File: config.mk
export PLATFORM = sky130hd
export DESIGN_NAME = noc_credit_link_rx
export DESIGN_NICKNAME = d
export VERILOG_FILES = /design/src/rtl/noc_credit_link_rx.sv
export SDC_FILE = /design/constraint.sdc
export NUM_CORES = 1
export LEC_CHECK = 0
export CAP_MARGIN = 20
export CELL_PAD_IN_SITES_DETAIL_PLACEMENT = 1
export CELL_PAD_IN_SITES_GLOBAL_PLACEMENT = 1
export CORE_ASPECT_RATIO = 1.5
export CORE_MARGIN = 2
export CORE_UTILIZATION = 40
export DETAILED_ROUTE_END_ITERATION = 7
export PLACE_DENSITY_LB_ADDON = 0.1
export SETUP_SLACK_MARGIN = 0.05
export SLEW_MARGIN = 10
export SYNTH_ARGS = -nofsm -noshare
export SYNTH_HDL_FRONTEND = slang
export SYNTH_SLANG_ARGS = --single-unit
File: constraint.sdc
create_clock -name clk_noc -period 8.5 [get_ports clk_noc]
set_input_delay 1.7 -clock clk_noc [delete_from_list [all_inputs] [get_ports clk_noc]]
set_output_delay 1.7 -clock clk_noc [all_outputs]
set_load 0.02 [all_outputs]
File: src/rtl/noc_credit_link_rx.sv
`default_nettype none
// +-----------------------------------------------------------------------------+
// | noc_credit_link_rx : credit-governed link receiver, FWFT flit buffer        |
// | Revision 1.0                                                                |
// +-----------------------------------------------------------------------------+
module noc_credit_link_rx #(
  parameter int FLIT_WIDTH        = 64,
  parameter int DEST_WIDTH        = 4,
  parameter int FLIT_BUFFER_DEPTH = 8,
  parameter int PKT_CNT_WIDTH     = 16
) (
  input  logic                                   clk_noc,
  input  logic                                   rst_noc_sync,
  input  logic [FLIT_WIDTH-1:0]                  data_in,
  input  logic [DEST_WIDTH-1:0]                  dest_in,
  input  logic                                   is_tail_in,
  input  logic                                   send_in,
  output logic                                   credit_out,
  output logic                                   flit_valid,
  input  logic                                   flit_ready,
  output logic [FLIT_WIDTH-1:0]                  flit_data,
  output logic [DEST_WIDTH-1:0]                  flit_dest,
  output logic                                   flit_is_tail,
  output logic [$clog2(FLIT_BUFFER_DEPTH+1)-1:0] occupancy,
  output logic                                   pkt_open,
  output logic [PKT_CNT_WIDTH-1:0]               pkt_count,
  output logic                                   overflow_err
);

  localparam int c_ptr_w   = $clog2(FLIT_BUFFER_DEPTH);
  localparam int c_occ_w   = $clog2(FLIT_BUFFER_DEPTH+1);
  localparam int c_entry_w = FLIT_WIDTH + DEST_WIDTH + 1;
  localparam logic [c_occ_w-1:0] c_depth = c_occ_w'(FLIT_BUFFER_DEPTH);

  logic [c_entry_w-1:0]     r_mem [FLIT_BUFFER_DEPTH];
  logic [c_ptr_w-1:0]       r_wr_ptr;
  logic [c_ptr_w-1:0]       r_rd_ptr;
  logic [c_occ_w-1:0]       r_occ;
  logic                     r_credit;
  logic                     r_pkt_open;
  logic [PKT_CNT_WIDTH-1:0] r_pkt_count;
  logic                     r_overflow;

  logic                     w_full;
  logic                     w_pop;
  logic                     w_push;
  logic                     w_drop;
  logic [c_entry_w-1:0]     w_head;

  // A pop in the same cycle frees the slot the incoming flit needs, so full+pop still accepts.
  assign w_full = (r_occ == c_depth);
  assign w_pop  = flit_valid & flit_ready;
  assign w_push = send_in & (~w_full | w_pop);
  assign w_drop = send_in & w_full & ~w_pop;

  // Payload storage carries no reset; validity is tracked entirely by r_occ.
  always_ff @(posedge clk_noc) begin
    if (w_push) begin
      r_mem[r_wr_ptr] <= {is_tail_in, dest_in, data_in};
    end
  end

  always_ff @(posedge clk_noc) begin
    if (rst_noc_sync) begin
      r_wr_ptr <= '0;
      r_rd_ptr <= '0;
      r_occ    <= '0;
    end else begin
      if (w_push) r_wr_ptr <= r_wr_ptr + 1'b1;
      if (w_pop)  r_rd_ptr <= r_rd_ptr + 1'b1;
      case ({w_push, w_pop})
        2'b10:   r_occ <= r_occ + 1'b1;
        2'b01:   r_occ <= r_occ - 1'b1;
        default: r_occ <= r_occ;
      endcase
    end
  end

  always_ff @(posedge clk_noc) begin
    if (rst_noc_sync) begin
      r_credit    <= 1'b0;
      r_pkt_open  <= 1'b0;
      r_pkt_count <= '0;
      r_overflow  <= 1'b0;
    end else begin
      r_credit <= w_pop;
      if (w_pop) begin
        r_pkt_open <= ~w_head[c_entry_w-1];
        if (w_head[c_entry_w-1]) r_pkt_count <= r_pkt_count + 1'b1;
      end
      if (w_drop) r_overflow <= 1'b1;
    end
  end

  assign w_head       = r_mem[r_rd_ptr];
  assign flit_valid   = (r_occ != '0);
  assign flit_data    = w_head[FLIT_WIDTH-1:0];
  assign flit_dest    = w_head[FLIT_WIDTH +: DEST_WIDTH];
  assign flit_is_tail = w_head[c_entry_w-1];
  assign occupancy    = r_occ;
  assign credit_out   = r_credit;
  assign pkt_open     = r_pkt_open;
  assign pkt_count    = r_pkt_count;
  assign overflow_err = r_overflow;

endmodule
`default_nettype wire

# Yosys cells after proc, flatten, opt, wreduce, memory -nomap -nowiden
# Memory sizes are Yosys's and may differ from the RTL's. A register that Yosys moved wholly into a read port is not among the register bits.
# Cells that the tools add are included.
# totals
word_cells	32
memories	1
input_bits	73
ram_bits	552
reg_bits	29
out_inout_bits	93
# classes
bitwise_logic	8
mux	5
add_sub_neg	5
eq_ne	3
reduce_logical	3
# mem_list
memory	words	width	rd	rd_clocked_by_memory_dff	wr	line	text
r_mem	8	69	1	1	1	35	logic [c_entry_w-1:0] r_mem [FLIT_BUFFER_DEPTH];
# ops
op	count
$add A16 B1 Y16 const B	1
$pmux W4 S2	1
$add A3 B1 Y3 const B	2
$mux W3	2
$add A4 B1 Y4 const B	1
$and A1 B1 Y1	4
$eq A4 B4 Y1 const B	1
$reduce_bool A4 Y1	1
$sub A4 B1 Y4 const B	1
$not A1 Y1	3
$eq A2 B1 Y1 const B	1
$eq A2 B2 Y1 const B	1
$mux W1	2
$reduce_and A2 Y1	1
$reduce_bool A2 Y1	1
$or A1 B1 Y1	1

# Logic depth before layout (Yosys ltp)
# logic_depth
word_depth	6
depth_mapped	8
ltp_nobuf	7

# Least setup slack after synthesis
# No wires, ideal clock.
# synth_timing
kind	input-to-reg
startpoint	in flit_ready
endpoint	mem r_mem[0][0] in the netlist's numbering (enable)
slack_ns	1.187
arrival_ns	6.732
setup_time_ns	0.581
path_stages	3
path_buffers	0
t_required_ns	7.919
path_cell_list	o21a_1 > nand2b_1 > nor3_1
# synth_via
elab_chain_cells	5
# synth_lines
element	line	text
from (decl)	20	input logic flit_ready,
$and A1 B1 Y1	52	assign w_pop = flit_valid & flit_ready;
$or A1 B1 Y1	53	assign w_push = send_in & (~w_full | w_pop);
$and A1 B1 Y1	53	
$mux W1	58	if (w_push) begin
$mux W1 (not written as such)	59	r_mem[r_wr_ptr] <= {is_tail_in, dest_in, data_in};
to (decl)	35	
# Every way passes these cells.

==> reports/metrics.yaml <==
status: "complete, no violations"
synth_edf_count: 552
cts_hold_repair.buffers: 0
required_ns: 6.80
cts_max_path_buffers: 3
row_count: 105
cts_resized: 0
fin_skew_ns: 0.00860
finalSetupTns_ns: 0
h-tree-depth: 2
critPathCaptureType: "output pin"
synth_area_mm2: 0.0221
drv_cap: 0
path_clk_slew_ns: 0.06
slew_headroom: 0.344
placed_cells: 1813
avgSynthCellArea_um2: 22.6
die_area_mm2: 0.0573
preCtsSetupSlack_ns: 3.46
r2r-start: "occupancy[1]"
synth_mux_area_frac: 0.178
power_density_mw_per_mm2: 258
ant_nets: 0
grt_max_degree: 56
synth_fa_ha_area_frac: 0.00226
drive_above_1_share: 0.258
initialDrtViolationCount: 436
drc_errors: 0
fin_ws_ns: 3.03
synth_nets: 1057
antenna_found_initial: 2
dpl.hpwl_um: 26300
cts.sinks: 584
vias_per_cell: 5.39
ys_ff_latch: 584
dr_total_vias: 10300
final_util: 0.482
power.leakage_nw: 8.06
drt-total-wl_um: 47900
initial_core_util: 0.404
die_y_um: 292
hold_viol_final: 0
num_io_pins: 166
synth-xor-area-share: 0.00158
synth_compound_area_frac: 0.0120
dpl_cell_area_mm2: 0.0247
cts_tree: "built"
n_fill_cell: 4871
final_common_cell: "edfxtp_1"
setup_viol: 0
post-cts-setup-buffers: 0
ys.warnings.count: 0
ys.flop_type: "edfxtp_1"
rsz0062_at_grt: "no"
grt_util_all_layers: 0.171
fin_crit_ns: 5.47
post_drt_wl_per_cell_um: 25.1
start_kind: "register"
crit_fanout: 39
die_x_um: 196
peakVddDrop_v: 0.000186
grt_pass1_vias: 11500
synthToLayoutAreaGrowth_pct: 19.2
fin_area_mm2: 0.0264
holdCritPathClass: "register to register"
coreArea_mm2: 0.0548
synth_top_family_by_area: "multiplexers"
synth_seq_area_share: 0.777
first_pass_iters: 4
netlist-cell-type-count: 37
tightest_slew_ns: 0.983
final_cell_mix: "edfxtp_1, clkdlybuf4s50_1, mux4_2"
synthSimpleGateAreaFrac: 0.0195
worstPathArrival_ns: 3.77
portBuffers: 165
gp_congestion: 0.680
nNetsFinal: 1252
reg2reg_setup_slack_ns: 5.18
post-route-period-util: 0.643
syn-instance-count: 980
insertion_delay_ns: 0.58
async_flop_share: 0
worst-setup-path-type: "register to output pin"
grt-ovfl-total: 0
regToRegEndpoint: "r_mem[6][35]"
cts_root_buf: "clkbuf_16"
cts_buffers: 55
endpoint: "flit_data[0]"
fmax_ghz: 0.183
ff2ff_path_depth: 5
grt_pass1_wl_um: 72700
fin_cells: 1909
maxSlewViolCount: 0
[power breakdown]
| part | internal (mW) | switching (mW) | leakage, nW | total, mW |
|---|---|---|---|---|
| Combinational | 0.613 | 0.538 | 1.96 | 1.15 |
| Clock | 1.36 | 1.01 | 0.824 | 2.37 |
| Sequential | 3.22 | 0.0729 | 5.28 | 3.29 |
| Total | 5.19 | 1.62 | 8.06 | 6.81 |
[Yosys cell counts (2+ instances only)]
cell type / number / area share
edfxtp_1: 552 / 0.75
mux4_2: 137 / 0.14
mux2_2: 70 / 0.036
dfxtp_1: 32 / 0.029
clkbuf_1: 28 / 0.0047
a21oi_1: 20 / 0.0045
nor2_1: 19 / 0.0032
nand2_1: 13 / 0.0022
buf_2: 12 / 0.0027
o21ai_0: 11 / 0.0025
or3_1: 11 / 0.0031
buf_1: 6 / 0.0010
mux2i_1: 6 / 0.0027
nand2b_1: 6 / 0.0017
nand3_1: 6 / 0.0014
o31ai_1: 6 / 0.0020
or4_1: 6 / 0.0020
nand4_1: 5 / 0.0014
ha_1: 4 / 0.0023
nor2b_1: 4 / 0.0011
nor3_1: 4 / 0.00090
and3_1: 3 / 0.00085
xor2_1: 3 / 0.0012
inv_1: 2 / 0.00034
or4b_2: 2 / 0.00090
[per-layer routing]
metal | GRT usage | up-vias | part of all wire
met5 | 0 | - | 0.00027
met4 | 0.0421 | 2 | 0.018
met3 | 0.0356 | 56 | 0.048
met2 | 0.306 | 208 | 0.52
met1 | 0.213 | 5513 | 0.41
li1 | - | 4508 | -
[per-stage QoR]
step / hold slack (ns) / power (mW)
after floorplan: 0.454 / 4.10
after global routing: 0.503 / 7.08
final: 0.477 / 6.81
after detailed placement: 0.465 / 4.54
after CTS: 0.476 / 6.93
after global placement: 0.456 / 4.53
[cells by family (layout without fill, tap and decap cells)]
logic type	after synthesis	after routing
flip-flops	584	584
adder cells (fa/ha/maj)	4	4
AND/OR/NAND/NOR	81	81
other	0	1
buffers and inverters	50	283
multiplexers	213	213
XOR/XNOR	4	4
AO/OA/AOI/OAI	44	44
[how the worst min path moves through the flow]
stage	cells after the start	startpoint	end	slack (ns)
after floorplan	2	r_rd_ptr[1]	register	0.45
after global placement	2	r_rd_ptr[1]	register	0.46
after detailed placement	2	r_rd_ptr[1]	register	0.47
after CTS	2	r_rd_ptr[1]	register	0.48
after global routing	2	r_rd_ptr[1]	register	0.50
final	2	r_rd_ptr[1]	register	0.48
[flip-flops by register name, summed over array words and instances, names as in the netlist, named ones only]
signal        flops
credit_out        1
r_rd_ptr          3
r_mem           552
r_wr_ptr          3
pkt_count        16
occupancy         4
pkt_open          1
overflow_err      1
[worst max-delay path, cell delays in order, from the launching register on]
cell,delay [ns]
dfxtp_4,0.86
buf_4,0.75
mux4_2,0.60
mux2_2,0.31
clkdlybuf4s50_1,0.55
[cell type report]
class	instances	area [µm²]	share of cell area
Clock inverter	28	284	0.0108
Timing Repair Buffer	186	1820	0.0690
Antenna cell	1	2.50	0.0000948
Sequential cell	584	17200	0.652
Inverter	2	7.51	0.000284
Multi-Input combinational cell	346	4770	0.181
Clock buffer	67	1420	0.0538
Tap cell	695	870	0.0329
(Power assumes the default switching activity.)
